### src/rtl/register_128.sv
// 128-bit storage register for the compute module's register set.
// Loads D on the rising edge of Clock when Write is high; Clear zeroes it at once.
module register_128 (
    input  logic         Clock,
    input  logic         Clear,
    input  logic [127:0] D,
    input  logic         Write,
    output logic [127:0] Q
);

    logic [127:0] q_reg;

    // Clear wins over Write. A Clear held across an edge also blocks the load on that edge.
    always_ff @(posedge Clock or posedge Clear) begin
        if (Clear) begin
            q_reg <= '0;
        end else if (Write) begin
            q_reg <= D;
        end
    end

    assign Q = q_reg;

endmodule

### config.mk
export PLATFORM = sky130hd
export DESIGN_NAME = register_128
export DESIGN_NICKNAME = d
export VERILOG_FILES = /design/src/rtl/register_128.sv
export SDC_FILE = /design/constraint.sdc
export NUM_CORES = 1
export LEC_CHECK = 0
export BUFFER_PORTS_ARGS = -buffer_cell sky130_fd_sc_hd__buf_4
export CORE_UTILIZATION = 45
export DETAILED_ROUTE_END_ITERATION = 10
export GPL_TIMING_DRIVEN = 0
export PLACE_DENSITY = 0.78
export REMOVE_ABC_BUFFERS = 1
export SLEW_MARGIN = 30
export SYNTH_ARGS = -nofsm -noshare
export SYNTH_HDL_FRONTEND = slang
export SYNTH_SLANG_ARGS = --single-unit
export TNS_END_PERCENT = 1
### constraint.sdc
create_clock -name Clock -period 9.5 [get_ports Clock]
set_input_delay 1.425 -clock Clock [delete_from_list [all_inputs] [get_ports Clock]]
set_output_delay 1.425 -clock Clock [all_outputs]
set_load 0.02 [all_outputs]
# Word-level counts from Yosys, hierarchy flattened
# Cells that the tools add are included.
# totals
register_bits,128
input_bits,131
out_inout_bits,128

# Depth between registers and ports, before layout
# Gate-level depths: netlist of run 1.
# logic_depth
ltp_word,0
mapped_depth,3

# Worst setup path after synthesis of run 1
# OpenSTA, ideal clock, no wires.
# synth_path
path_kind,input port to flip-flop
startpoint,in Write
endpoint,"reg q_reg[0], in the netlist Q[0]"
setup_ns,0.125
t_arrival_ns,2.038
required_ns,9.375
path_slack_ns,7.337
cell_stages,3
path_buffers,2
cell_sequence,buf_6 -> clkbuf_8 -> mux2_2
# synth_lines
element,line,text
"start, declared",7,"input logic Write,"
"end signal, assigned",16,q_reg <= '0;
"end signal, assigned",18,q_reg <= D;
"end, declared",11,logic [127:0] q_reg;
# No word-level cell between the ends.

# Worst setup path in the final report of run 1
# layout_path
startpoint,"reg q_reg[28], in the netlist Q[28]"
endpoint,out Q[28]
# layout_lines
element,line,text
"end, declared",8,output logic [127:0] Q
# No word-level cell between the ends.

==> results of run 1 <==
==> per-layer routing <==
| layer | GRT usage | vias to the layer above | wire, um |
|---|---|---|---|
| met5 | 0 | - | 0 |
| met4 | 0.0942 | 0 | 272 |
| met3 | 0.0872 | 25 | 1030 |
| met2 | 0.369 | 167 | 5910 |
| met1 | 0.223 | 1563 | 3950 |
| li1 | - | 1485 | - |
==> per-stage QoR <==
stage	utilization	total power, mW	worst slack, ns	std cells	instance area, sq um
floorplan	-	0.769	4.66	257	4650
detailed placement	0.658	0.930	6.78	653	6830
finish	0.718	1.59	7.01	684	7440
global route	0.718	1.65	6.96	684	7440
CTS	0.718	1.60	6.98	684	7440
global placement	0.651	0.918	3.38	651	6760
==> final timing paths <==
kind	cells after the start	start	endpoint
max in group asynchronous	3	Clear	Q[106]
max	1	Q[28]	Q[28]
max reg2reg	1	Q[26]	Q[26]
min	1	Q[119]	Q[119]
min in group asynchronous	2	Clear	Q[122]
min reg2reg	1	Q[119]	Q[119]
==> power breakdown <==
group,total [mW],leakage (nW),internal [mW],switching (mW)
Sequential,0.629,1.50,0.601,0.0289
Clock,0.670,0.300,0.444,0.226
Combinational,0.288,1.78,0.151,0.137
==> cell families (layout without fill, tap and decap cells) <==
kind of cell  Yosys count  count (layout)  synth area share
flops                 128             128             0.664
mux                   128             128             0.299
buf+inv                15             292            0.0376
==> placed cells by master (no fill, tap or decap) <==
cell type / netlist / layout
buf_4: 0 / 257
dfrtp_1: 128 / 128
mux2_2: 128 / 128
clkbuf_16: 0 / 16
clkbuf_8: 8 / 4
bufinv_16: 0 / 4
clkinv_2: 0 / 3
clkinvlp_4: 0 / 2
buf_16: 0 / 2
inv_8: 0 / 1
clkinv_4: 0 / 1
clkbuf_1: 0 / 1
buf_8: 0 / 1
==> layout make-up <==
class,instances,area (sq um)
clock buffers,21,459
repair buffers,260,2000
well taps,136,170
flip-flops and latches,128,3200
clock inverters,10,159
inverters,1,11.3
fillers,721,2930
multi-input cells,128,1440
==> flow_summary_export.csv, run 1 <==
group,metric,value,unit
global_route,grt_pass1_wl,17800,um
critical_path,path_max_fanout,2,
job,maxCapViolCount,0,
sta,drv_slew,0,
clock_network,htreeDepth,4,
routing,wl,11200,um
synthesis,synth_ff_type,"dfrtp_1",
floorplanning,initial_core_util,0.465,
sta,fin_tns_setup,0,ns
routing,drt_iter0_drc,114,
sta,rsz0062_at_grt,"false",
sta,slew_headroom,0.645,
critical_path,crit_arrival,1.07,ns
synthesis,ys_types,5,
routing,firstDrtPassIters,4,
sta,tightest_slew,0.533,ns
clock_network,cts_buffer_depth,2,
pwr,ir_drop,110,uV
routing,drc_errors,0,
synthesis,synthCells,271,
clock_network,path_clk_slew,0.06,ns
synthesis,yosysTopAreaCellShare,0.664,
sta,finalHoldViolations,0,
critical_path,endpoint_kind,"primary output",
sta,finalSetupViolations,0,
routing,ant_nets,0,
critical_path,critPathKind,"flip-flop to primary output",
cells_and_area,layout-drive-gt1-share,0.765,
critical_path,slowest_delay,0.39,ns
pwr,powerDensity,213,nW/um^2
synthesis,syn_area,4830,sq um
min_path,min_path_type,"flip-flop to flip-flop",
synthesis,synth_edf_count,0,
critical_path,cp_slowest_cell,"dfrtp_1",
cells_and_area,syn_to_final_growth,54.2,%
global_route,grt_use_total,0.211,
floorplanning,die_w,106,um
sta,fin_skew,0,ns
sta,clock.fmax,0.402,GHz
sta,min_period,2.49,ns
synthesis,avgSynthCellArea,17.8,sq um
place,place_congestion,0.729,
pwr,p_leak,3.57,nW
floorplanning,ios,259,
routing,vias,3240,
clock_network,postCtsHoldBufs,0,
synthesis,synth_top_area_cell,"dfrtp_1",
critical_path,cp_num_buf_inv,1,
place,place.port_buffers,258,
clock_network,cts_root_buf,"clkbuf_8",
clock_network,cts_tree,"built",
global_route,antenna_found_initial,0,
clock_network,cts_sinks,128,
global_route,grt_overflow,0,
floorplanning,core,10400,sq um
sta,fin_crit_sh,0.262,
critical_path,critPathLaunchType,"flip-flop",
routing,avgRoutedWirePerCell,16.3,um
synthesis,yosysSeqAreaShare,0.664,
cells_and_area,largest_reg_flops,128,
global_route,grt_max_degree,99,
critical_path,r2r_slack,8.72,ns
critical_path,path_cells,"buf_4",
synthesis,postSynth.asyncResetShare,1.00,
synthesis,synthTopCellsByArea,"dfrtp_1, mux2_2, clkbuf_8, buf_6, inv_1",
synthesis,yosysWarningCount,0,
synthesis,ys_ff_latch,128,
sta,whs,0.505,ns
clock_network,clk_latency,0.51,ns
clock_network,cts_resized,0,
synthesis,synthTopCellsByCount,"dfrtp_1, mux2_2, clkbuf_8",
floorplanning,die_area,11100,sq um
clock_network,cts_buffers,17,
cells_and_area,nNetsFinal,667,
critical_path,cp_top_family,"flip-flops",
floorplanning,num_rows,37,
global_route,grt_pass1_vias,3510,
floorplanning,dieHeight,106,um
cells_and_area,num_antenna_cells,0,
clock_network,cts_setup_buffers,0,
outcome,status,"complete, no violations",
critical_path,crit_required,8.08,ns
place,dpl.hpwl,8180,um
routing,viasPerCell,4.74,
No activity file was read; power rests on OpenSTA's default activity.
==> inputs of run 2 (changes only) <==
==> constraint.sdc (replaced) <==
create_clock -name Clock -period 2.6 [get_ports Clock]
set_input_delay 0.39 -clock Clock [delete_from_list [all_inputs] [get_ports Clock]]
set_output_delay 0.39 -clock Clock [all_outputs]
set_load 0.02 [all_outputs]
==> flow_summary_export.csv, run 2 (synthesized netlist as in run 1, its figures left out) <==
group,metric,value,unit
outcome,status,"complete, no violations",
critical_path,critPathLaunchType,"flip-flop",
cells_and_area,final_cell_mix,"buf_4, dfrtp_1, mux2_2, clkbuf_16",
sta,finalHoldViolations,0,
cells_and_area,largest_reg_flops,128,
sta,slew_headroom,0.645,
floorplanning,core,10400,sq um
place,dpl.hpwl,8180,um
clock_network,clk_latency,0.51,ns
critical_path,endpoint_kind,"primary output",
floorplanning,initial_core_util,0.465,
pwr,p_total,5.80,mW
global_route,grt_overflow,0,
sta,drv_slew,0,
cells_and_area,mostFrequentLayoutCell,"buf_4",
critical_path,cp_num_buf_inv,1,
cells_and_area,layout-drive-gt1-share,0.763,
sta,min_period,1.45,ns
routing,ant_nets,0,
global_route,grt_use_total,0.212,
critical_path,cp_top_family,"flip-flops",
critical_path,crit_required,2.21,ns
global_route,antenna_found_initial,0,
clock_network,htreeDepth,4,
floorplanning,die_area,11100,sq um
cells_and_area,fin_util,0.719,
routing,drt_iter0_drc,114,
floorplanning,dieHeight,106,um
routing,firstDrtPassIters,4,
place,place.port_buffers,258,
sta,tightest_slew,0.533,ns
sta,fin_skew,0,ns
sta,clock.fmax,0.688,GHz
critical_path,path_max_fanout,2,
floorplanning,ios,259,
pwr,ir_drop,401,uV
job,maxCapViolCount,0,
routing,drc_errors,0,
critical_path,slowest_delay,0.39,ns
clock_network,cts_sinks,128,
clock_network,cts_root_buf,"clkbuf_8",
min_path,min_path_type,"primary input to flip-flop",
routing,viasPerCell,4.74,
critical_path,crit_arrival,1.06,ns
sta,fin_crit_sh,0.559,
pwr,powerDensity,778,nW/um^2
floorplanning,die_w,106,um
place,place_congestion,0.729,
floorplanning,num_rows,37,
sta,finalSetupViolations,0,
global_route,grt_max_degree,99,
critical_path,path_cells,"buf_4",
sta,whs,0.111,ns
routing,vias,3248,
critical_path,cp_slowest_cell,"dfrtp_1",
clock_network,cts_buffers,17,
routing,avgRoutedWirePerCell,16.3,um
clock_network,cts_tree,"built",
global_route,grt_pass1_vias,3523,
critical_path,critPathKind,"flip-flop to primary output",
clock_network,path_clk_slew,0.06,ns
sta,rsz0062_at_grt,"false",
clock_network,cts_setup_buffers,0,
pwr,p_leak,3.58,nW
cells_and_area,syn_to_final_growth,54.4,%
sta,worst_slack,1.15,ns
clock_network,cts_buffer_depth,2,
cells_and_area,nNetsFinal,668,
cells_and_area,num_antenna_cells,0,
routing,wl,11200,um
global_route,grt_pass1_wl,17800,um
place,pre_cts_ws,0.915,ns
sta,fin_tns_setup,0,ns
run 2: final cells by class:
| cell class | instances | area [sq um] |
|---|---|---|
| Fill cell | 721 | 2920 |
| Multi-Input combinational cell | 128 | 1440 |
| Inverter | 1 | 11.3 |
| Clock buffer | 21 | 459 |
| Tap cell | 136 | 170 |
| Timing Repair Buffer | 261 | 2010 |
| Sequential cell | 128 | 3200 |
| Clock inverter | 10 | 159 |
run 2: per-layer routing:
layer / track usage / routed length, um / vias to the layer above
li1: - / - / 1489
met1: 0.223 / 3960 / 1567
met2: 0.370 / 5920 / 167
met3: 0.0872 / 1030 / 25
met4: 0.0942 / 272 / 0
met5: 0 / 0 / -
run 2: path summary, 6_finish.rpt:
path                             start      to  slack (ns)  cells past startpoint
worst max-delay path             Q[28]   Q[28]        1.15                      1
worst min-delay path             D[20]   Q[20]        0.11                      2
worst max register to register   Q[26]   Q[26]        1.82                      1
worst min register to register  Q[119]  Q[119]        0.51                      1
max in group asynchronous        Clear  Q[106]        1.47                      4
min in group asynchronous        Clear  Q[122]        0.39                      3
run 2: timing repair:
action	CTS	global route
gates resized for setup	0	0
hold buffers	1	0
hold endpoints to repair	30	0
run 2: report_power, final:
group / switching (mW) / internal [mW] / total [mW]
clock: 0.823 / 1.62 / 2.45
combinational: 0.501 / 0.553 / 1.05
sequential: 0.106 / 2.19 / 2.30
total: 1.43 / 4.37 / 5.80
run 2: stage by stage:
step                      instance area [sq um]  cells
after global routing                       7450    685
after CTS                                  7450    685
after floorplan                            4650    257
after detailed placement                   6830    653
final                                      7450    685
after global placement                     6760    651
